--- config.mk ---
export PLATFORM = sky130hd
export DESIGN_NAME = fifo_status
export DESIGN_NICKNAME = d
export VERILOG_FILES = /design/src/rtl/fifo_status.sv
export SDC_FILE = /design/constraint.sdc
export NUM_CORES = 1
export LEC_CHECK = 0
export ABC_AREA = 0
export CORE_MARGIN = 1.5
export CORE_UTILIZATION = 46
export DETAILED_ROUTE_END_ITERATION = 8
export DONT_BUFFER_PORTS = 1
export PLACE_DENSITY = 0.65
export SYNTH_ARGS = -nofsm -noshare
export SYNTH_HDL_FRONTEND = slang
export SYNTH_SLANG_ARGS = --single-unit
--- constraint.sdc ---
create_clock -name clk -period 2.52 [get_ports clk]
set_input_delay 0.504 -clock clk [delete_from_list [all_inputs] [get_ports clk]]
set_output_delay 0.504 -clock clk [all_outputs]
set_load 0.01 [all_outputs]
--- src/rtl/fifo_status.sv ---
// Occupancy, watermark and sticky error flag generator for the synchronous FIFO.
// Optional high-water-mark output enabled by defining FIFO_STATUS_HWM_EN.
module fifo_status #(
  parameter int PTR_LENGTH      = 5,
  parameter int ALMOST_FULL_TH  = 28,
  parameter int ALMOST_EMPTY_TH = 4
) (
  input  logic                clk,
  input  logic                reset_n,
  input  logic                write,
  input  logic                read,
  input  logic                fifo_write,
  input  logic                fifo_read,
  input  logic                clr_err,
  output logic                fifo_full,
  output logic                fifo_empty,
  output logic                almost_full,
  output logic                almost_empty,
  output logic [PTR_LENGTH:0] count,
  output logic                overflow,
`ifdef FIFO_STATUS_HWM_EN
  output logic                underflow,
  output logic [PTR_LENGTH:0] hwm
`else
  output logic                underflow
`endif
);

  localparam int DEPTH = 2 ** PTR_LENGTH;
  localparam logic [PTR_LENGTH:0] DEPTH_C = (PTR_LENGTH + 1)'(DEPTH);
  localparam logic [PTR_LENGTH:0] AF_TH_C = (PTR_LENGTH + 1)'(ALMOST_FULL_TH);
  localparam logic [PTR_LENGTH:0] AE_TH_C = (PTR_LENGTH + 1)'(ALMOST_EMPTY_TH);

  logic [PTR_LENGTH:0] count_q, count_d;
  logic                full_q, full_d;
  logic                empty_q, empty_d;
  logic                afull_q, afull_d;
  logic                aempty_q, aempty_d;
  logic                overflow_q, overflow_d;
  logic                underflow_q, underflow_d;

  // Flags come from the next count so they line up with the count they describe.
  always_comb begin
    count_d = count_q;
    if (fifo_write && !fifo_read && count_q != DEPTH_C) begin
      count_d = count_q + 1'b1;
    end else if (fifo_read && !fifo_write && count_q != '0) begin
      count_d = count_q - 1'b1;
    end
    full_d      = (count_d == DEPTH_C);
    empty_d     = (count_d == '0);
    afull_d     = (count_d >= AF_TH_C);
    aempty_d    = (count_d <= AE_TH_C);
    overflow_d  = (overflow_q  && !clr_err) || (write && full_q);
    underflow_d = (underflow_q && !clr_err) || (read && empty_q);
  end

  always_ff @(posedge clk or negedge reset_n) begin
    if (!reset_n) begin
      count_q     <= '0;
      full_q      <= 1'b0;
      empty_q     <= 1'b1;
      afull_q     <= 1'b0;
      aempty_q    <= 1'b1;
      overflow_q  <= 1'b0;
      underflow_q <= 1'b0;
    end else begin
      count_q     <= count_d;
      full_q      <= full_d;
      empty_q     <= empty_d;
      afull_q     <= afull_d;
      aempty_q    <= aempty_d;
      overflow_q  <= overflow_d;
      underflow_q <= underflow_d;
    end
  end

  assign count        = count_q;
  assign fifo_full    = full_q;
  assign fifo_empty   = empty_q;
  assign almost_full  = afull_q;
  assign almost_empty = aempty_q;
  assign overflow     = overflow_q;
  assign underflow    = underflow_q;

`ifdef FIFO_STATUS_HWM_EN
  logic [PTR_LENGTH:0] hwm_q, hwm_d;

  // clr_err restarts the peak tracking from the occupancy being entered.
  always_comb begin
    hwm_d = hwm_q;
    if (clr_err) begin
      hwm_d = count_d;
    end else if (count_d > hwm_q) begin
      hwm_d = count_d;
    end
  end

  always_ff @(posedge clk or negedge reset_n) begin
    if (!reset_n) begin
      hwm_q <= '0;
    end else begin
      hwm_q <= hwm_d;
    end
  end

  assign hwm = hwm_q;
`endif

endmodule
==> impl_metrics.json, run 1 <==
{
  "status": "finished with violations",
  "failed_checks": "DRC",
  "placement_rows": 14,
  "synth.net_count": 94,
  "wire_per_inst_um": 15.9,
  "maxCapViolCount": 0,
  "power.density_cell_area_nw_per_um2": 1050,
  "post_cts_resize_count": 0,
  "gpl.final_weighted_congestion": 0.771,
  "setup_viol_count_final": 0,
  "synth.top_cells.by_count": "sky130_fd_sc_hd__dfrtp_1, sky130_fd_sc_hd__nand2_1, sky130_fd_sc_hd__inv_1",
  "synthArstFlopShare_pct": 100,
  "largest_net_degree_at_the_start_of_global_routing": 16,
  "total_leakage_power_uw": 0.000358,
  "grt_first_pass_wirelength_um": 2740,
  "timing.critical_path.arrival_ns": 2.46,
  "vias_per_cell": 6.31,
  "post_synth_main_area_contributors": "sky130_fd_sc_hd__dfrtp_1, sky130_fd_sc_hd__dfstp_2, sky130_fd_sc_hd__ha_1",
  "post-cts-setup-buffers": 0,
  "cts_tree": "built",
  "crit_path_start_kind": "flop",
  "die_outline_area_um2": 2000,
  "hold_viol_final": 0,
  "number_of_global_route_vias_before_repair": 590,
  "yosys_register_bits": 12,
  "cp_max_fo": 6,
  "drt_pre_antenna_iters": 5,
  "rsz0062_at_grt": "false",
  "cts_buf_count": 3,
  "filler_free_cell_count_of_the_finished_design": 105,
  "share_of_the_synthesized_area_in_the_top_cell_type_pct": 31.3,
  "routed_wl_um": 1670,
  "clock_buffer_depth": 2,
  "numClockSinks": 12,
  "postSynthAreaPerCell_um2": 9.53,
  "synth.distinct_cells": 39,
  "buffer_ports.inserted": 0,
  "timing.clock.skew_ns": 0.00487,
  "post-dp-hpwl_um": 1260,
  "filler_cell_count": 151,
  "fin_setup_tns_ns": 0,
  "insertion_delay_ns": 0.27,
  "worstPathRequired_ns": 2.68,
  "relSlewSlack_pct": 67.1,
  "synth-edff-count": 0,
  "core_region_um2": 1560,
  "num_antenna_cells": 0,
  "via_count": 663,
  "timing.critical_path.to_type": "flop",
  "ys_seq_area_share_pct": 37.8,
  "drive_above_1_share_pct": 20.2,
  "post-place-cells": 100,
  "chipHeight_um": 44.7,
  "synth.largest_area_cell": "sky130_fd_sc_hd__dfrtp_1",
  "total_grt_usage_pct": 19.3,
  "die_width_um": 44.7,
  "floorplan.initialDensity_pct": 51.4,
  "synth_cells": 84,
  "ys_dominant_reg_cell": "sky130_fd_sc_hd__dfrtp_1",
  "timing.setup.critical_path_class": "flop to flop",
  "drv_slew": 0,
  "overflow": 0,
  "final_period_utilization_pct": 91.0,
  "clk_pin_slew_worst_paths_ns": 0.07,
  "worstMarginPinSlew_ns": 0.481,
  "whs_ns": 0.0669,
  "syn2layout_area_growth_pct": 10.3,
  "io_pins": 19,
  "clock_root_buffer": "sky130_fd_sc_hd__clkbuf_4",
  "number_of_nets_with_antenna_violations_after_detailed_routing": 0,
  "fmax_mhz": 436,
  "p_total_uw": 925,
  "most_common_cell_in_the_synthesized_netlist": "sky130_fd_sc_hd__dfrtp_1",
  "yosysWarningCount": 0,
  "grt_antenna_before_repair": 0,
  "initialDrtViolationCount": 16,
  "vdd_drop_max_mv": 0.359,
  "hp-class": "primary input to async pin",
  "cts.htree.levels": 1,
  "min_period_ns": 2.29,
  "final_net_count": 100,
  "drc": 4,
  "syn-cell-area_um2": 801
}
==> power by group <==
part,switching [µW],internal [µW]
Combinational,216,178
Sequential,117,265
Clock,60.8,87.8
==> state kept, by name, summed over array words and instances, names as in the netlist <==
name / count
almost_empty: 1
almost_full: 1
count: 6
fifo_empty: 1
fifo_full: 1
overflow: 1
underflow: 1
==> final cells by class <==
type | instances | area [µm²] | area share [%]
Inverter | 6 | 22.5 | 2.55
Sequential cell | 12 | 303 | 34.3
Clock buffer | 4 | 36.3 | 4.11
Multi-Input combinational cell | 61 | 454 | 51.4
Tap cell | 16 | 20.0 | 2.27
Timing Repair Buffer | 6 | 47.5 | 5.38
==> worst max-delay path, stage by stage (launching register included) <==
cell and delay [ns]:
sky130_fd_sc_hd__dfrtp_1 0.38, sky130_fd_sc_hd__buf_4 0.16, sky130_fd_sc_hd__or4b_1 0.51, sky130_fd_sc_hd__or3_1 0.34
sky130_fd_sc_hd__o31a_1 0.31, sky130_fd_sc_hd__xnor2_4 0.16, sky130_fd_sc_hd__nor4_1 0.31
==> metrics by stage <==
stage          cell area [µm²]  util (%)  worst slack, ns
2_1_floorplan              801         -            0.368
3_3_place_gp               837      53.7            0.334
3_5_place_dp               837      53.7            0.243
4_1_cts                    883      56.7            0.226
5_1_grt                    883      56.7            0.122
6_report                   883      56.7            0.226
==> placed cells by master (no fill, tap or decap), drive strengths merged, types with 3 or more instances in the layout <==
cell,count
nor4b,3
buf,5
clkbuf,4
or2,3
a211oi,4
dfrtp,10
nand2,8
inv,6
nand3,3
ha,3
a21oi,3
o21ai,5
==> worst paths after layout <==
check / startpoint / endpoint / slack (ns) / cells past startpoint
min reg2reg: fifo_empty / underflow / 0.55 / 2
max reg2reg: count[1] / fifo_empty / 0.23 / 6
max in group asynchronous: reset_n / count[5] / 1.60 / 1
min: reset_n / almost_empty / 0.07 / 0
min in group clk: clr_err / overflow / 0.32 / 1
max: count[1] / fifo_empty / 0.23 / 6
==> metal layers <==
metal | GRT usage [%] | routed length (µm) | vias up
li1 | - | - | 326
met1 | 24.0 | 782 | 321
met2 | 30.7 | 813 | 14
met3 | 4.40 | 52 | 2
met4 | 10.9 | 23 | 0
met5 | 0 | 0 | -
==> logic make-up after synthesis <==
logic type / count (synthesis) / share of synthesized area (%)
buffers and inverters: 11 / 5.47
and+or+nand+nor: 35 / 29.7
xor gates and xnor gates: 1 / 3.44
adders and majority gates: 3 / 4.69
DFF: 12 / 37.8
AOI/OAI and AO/OA: 22 / 18.9
==> timing repair <==
action                                  in CTS  in global routing
hold buffers                                 1                  0
hold endpoints to repair                    10                  0
endpoints found under the setup margin       0                  0
No activity file was read; power rests on OpenSTA's default activity.
==> run 2: changes to the inputs <==
- ABC_AREA: 0 -> 1
- PLACE_DENSITY: 0.65 -> 0.6
==> run 2 against run 1 <==
  * The run now ends clean
  * Total power up 8.2%
  * Sequential share of layout area up 0.90 points
  * Via count down 1.4%
  * Non-clock buffer count down 5
  * Clock power about the same
  * Critical path depth up 4
  * Maximum frequency up 33%
  * Final cell count up 18%
  * Worst hold slack better by 0.0059 ns
  * Cell area down 2.5%
  * Combinational power up 15%
==> impl_metrics.json, run 2 <==
{
  "drive_above_1_share_pct": 25.0,
  "synth-edff-count": 0,
  "worstPathRequired_ns": 2.72,
  "post-route-cell-area_um2": 861,
  "syn2layout_area_growth_pct": 6.17,
  "yosys_register_bits": 12,
  "routed_wl_um": 1600,
  "crit_path_start_kind": "flop",
  "power.density_cell_area_nw_per_um2": 1160,
  "largest_register_ffs": 6,
  "chipHeight_um": 45.0,
  "total_leakage_power_uw": 0.000426,
  "maxCapViolCount": 0,
  "status": "finished, final reports clean",
  "buffer_ports.inserted": 0,
  "min_period_ns": 1.73,
  "fmax_mhz": 579,
  "number_of_nets_with_antenna_violations_after_detailed_routing": 0,
  "cts.htree.levels": 1,
  "layout.core_utilization_pct": 54.6,
  "filler_free_cell_count_of_the_finished_design": 124,
  "clock_buffer_depth": 2,
  "syn-cell-area_um2": 811,
  "setup_ws_ns": 0.793,
  "post-cts-setup-buffers": 0,
  "wire_per_inst_um": 12.9,
  "worst_r2r_src": "count[0]",
  "synth.largest_area_cell": "sky130_fd_sc_hd__dfrtp_1",
  "num_antenna_cells": 0,
  "worst_setup_path_startpoint": "count[0]",
  "yosysWarningCount": 0,
  "number_of_global_route_vias_before_repair": 569,
  "synthArstFlopShare_pct": 100,
  "initialDrtViolationCount": 6,
  "ys_seq_area_share_pct": 37.3,
  "drv_slew": 0,
  "floorplan.initialDensity_pct": 51.4,
  "cts_buf_count": 3,
  "post_cts_resize_count": 0,
  "post-dp-hpwl_um": 1270,
  "largest_net_degree_at_the_start_of_global_routing": 11,
  "grt_first_pass_wirelength_um": 2590,
  "vias_per_cell": 5.27,
  "via_count": 654,
  "io_pins": 19,
  "post_synth_main_area_contributors": "sky130_fd_sc_hd__dfrtp_1, sky130_fd_sc_hd__nand2_1, sky130_fd_sc_hd__nand3_1",
  "worstMarginPinSlew_ns": 0.450,
  "placedInstanceArea_um2": 815,
  "timing.setup.critical_path_class": "flop to flop",
  "numClockSinks": 12,
  "reg2reg_setup_slack_ns": 0.79,
  "most_common_cell_in_the_synthesized_netlist": "sky130_fd_sc_hd__nand2_1",
  "setup_viol_count_final": 0,
  "timing.critical_path.arrival_ns": 1.93,
  "core_region_um2": 1580,
  "gpl.final_weighted_congestion": 0.801,
  "hp-class": "primary input to async pin",
  "cp_max_fo": 7,
  "timing.critical_path.to_type": "flop",
  "die_width_um": 45.0,
  "timing.clock.skew_ns": 0.00325,
  "synth.distinct_cells": 23,
  "rsz0062_at_grt": "false",
  "layout_common_cells": "sky130_fd_sc_hd__nand2_1, sky130_fd_sc_hd__inv_1, sky130_fd_sc_hd__nand3_1, sky130_fd_sc_hd__dfrtp_1",
  "share_of_the_synthesized_area_in_the_top_cell_type_pct": 30.9,
  "final_period_utilization_pct": 68.5,
  "relSlewSlack_pct": 69.9,
  "cts_tree": "built",
  "overflow": 0,
  "r2r_cells": 10,
  "r2r-end": "almost_empty",
  "final_net_count": 119,
  "drc": 0,
  "ys_dominant_reg_cell": "sky130_fd_sc_hd__dfrtp_1",
  "vdd_drop_max_mv": 0.563,
  "post-place-ws_ns": 0.796,
  "synth_cells": 105,
  "clock_root_buffer": "sky130_fd_sc_hd__clkbuf_4",
  "grt_antenna_before_repair": 0,
  "total_grt_usage_pct": 18.3,
  "post-place-cells": 119,
  "postSynthAreaPerCell_um2": 7.72,
  "insertion_delay_ns": 0.27,
  "die_outline_area_um2": 2020,
  "holdBufCountCts": 1,
  "fin_setup_tns_ns": 0,
  "clk_pin_slew_worst_paths_ns": 0.07,
  "synth.net_count": 115,
  "placement_rows": 14,
  "drt_pre_antenna_iters": 4,
  "synth.top_cells.by_count": "sky130_fd_sc_hd__nand2_1, sky130_fd_sc_hd__inv_1, sky130_fd_sc_hd__nand3_1",
  "hold_viol_final": 0,
  "mostFrequentLayoutCell": "sky130_fd_sc_hd__nand2_1"
}
[run 2: cell types whose count changed after synthesis, moves of 3 or more]
cell,before,now
sky130_fd_sc_hd__a211oi_1,4,0
sky130_fd_sc_hd__inv_1,6,13
sky130_fd_sc_hd__nand3_1,3,11
sky130_fd_sc_hd__nor2_1,1,7
sky130_fd_sc_hd__or2_2,3,0
sky130_fd_sc_hd__nand2_2,0,7
sky130_fd_sc_hd__nand2_1,8,27
sky130_fd_sc_hd__inv_2,0,3
sky130_fd_sc_hd__nand3_2,0,3
sky130_fd_sc_hd__clkbuf_1,3,0
[run 2: per-layer routing]
metal	track usage, %	vias up	part of all wire (%)
met5	0	-	0
met4	5.29	0	0.56
met3	7.60	2	5.6
met2	26.3	14	46
met1	25.2	308	48
li1	-	330	-
[run 2: area by class of cell]
cell class | instances | area, µm²
sequential | 12 | 303
clock buffer | 4 | 36.3
inverter | 16 | 60.1
fill | 160 | 716
tap | 16 | 20.0
timing repair buffer | 1 | 10.0
multi-input combinational | 75 | 432
[run 2: through the flow]
stage	total power (µW)	hold WS, ns
floorplan	783	0.208
global placement	848	0.209
detailed placement	855	0.209
CTS	1010	0.0582
global route	1090	0.0453
finish	1000	0.0728
[run 2: how the worst max path moves through the flow]
stage                   endpoint  slack, ns  cells past startpoint
detailed placement  almost_empty       0.80                     10
CTS                 almost_empty       0.78                     10
global placement    almost_empty       0.83                     10
global route          fifo_empty       0.62                     10
finish              almost_empty       0.79                     10
floorplan           almost_empty        1.0                     10
[run 2: where the power goes]
| part | internal (µW) | switching, µW | total [µW] |
|---|---|---|---|
| Sequential | 262 | 133 | 396 |
| Combinational | 172 | 284 | 456 |
| Clock | 87.8 | 61.0 | 149 |
| Total | 522 | 479 | 1000 |
[run 2: logic make-up after synthesis]
| kind of cell | Yosys count | share of synthesized area (%) |
|---|---|---|
| compound gates | 6 | 5.56 |
| xor+xnor | 2 | 2.16 |
| fa+ha+maj | 3 | 4.63 |
| buf+inv | 18 | 9.41 |
| flops | 12 | 37.3 |
| simple gates | 64 | 40.9 |
[run 2: worst max-delay path: stages (launching register included)]
cell and delay, ns:
sky130_fd_sc_hd__dfrtp_1 0.45, sky130_fd_sc_hd__inv_1 0.17, sky130_fd_sc_hd__ha_1 0.22, sky130_fd_sc_hd__nand3_2 0.15, sky130_fd_sc_hd__nand2_4 0.13, sky130_fd_sc_hd__inv_2 0.03
sky130_fd_sc_hd__nand2_1 0.06, sky130_fd_sc_hd__nand2_2 0.06, sky130_fd_sc_hd__a21oi_4 0.17, sky130_fd_sc_hd__nand2_2 0.09, sky130_fd_sc_hd__a21oi_2 0.11
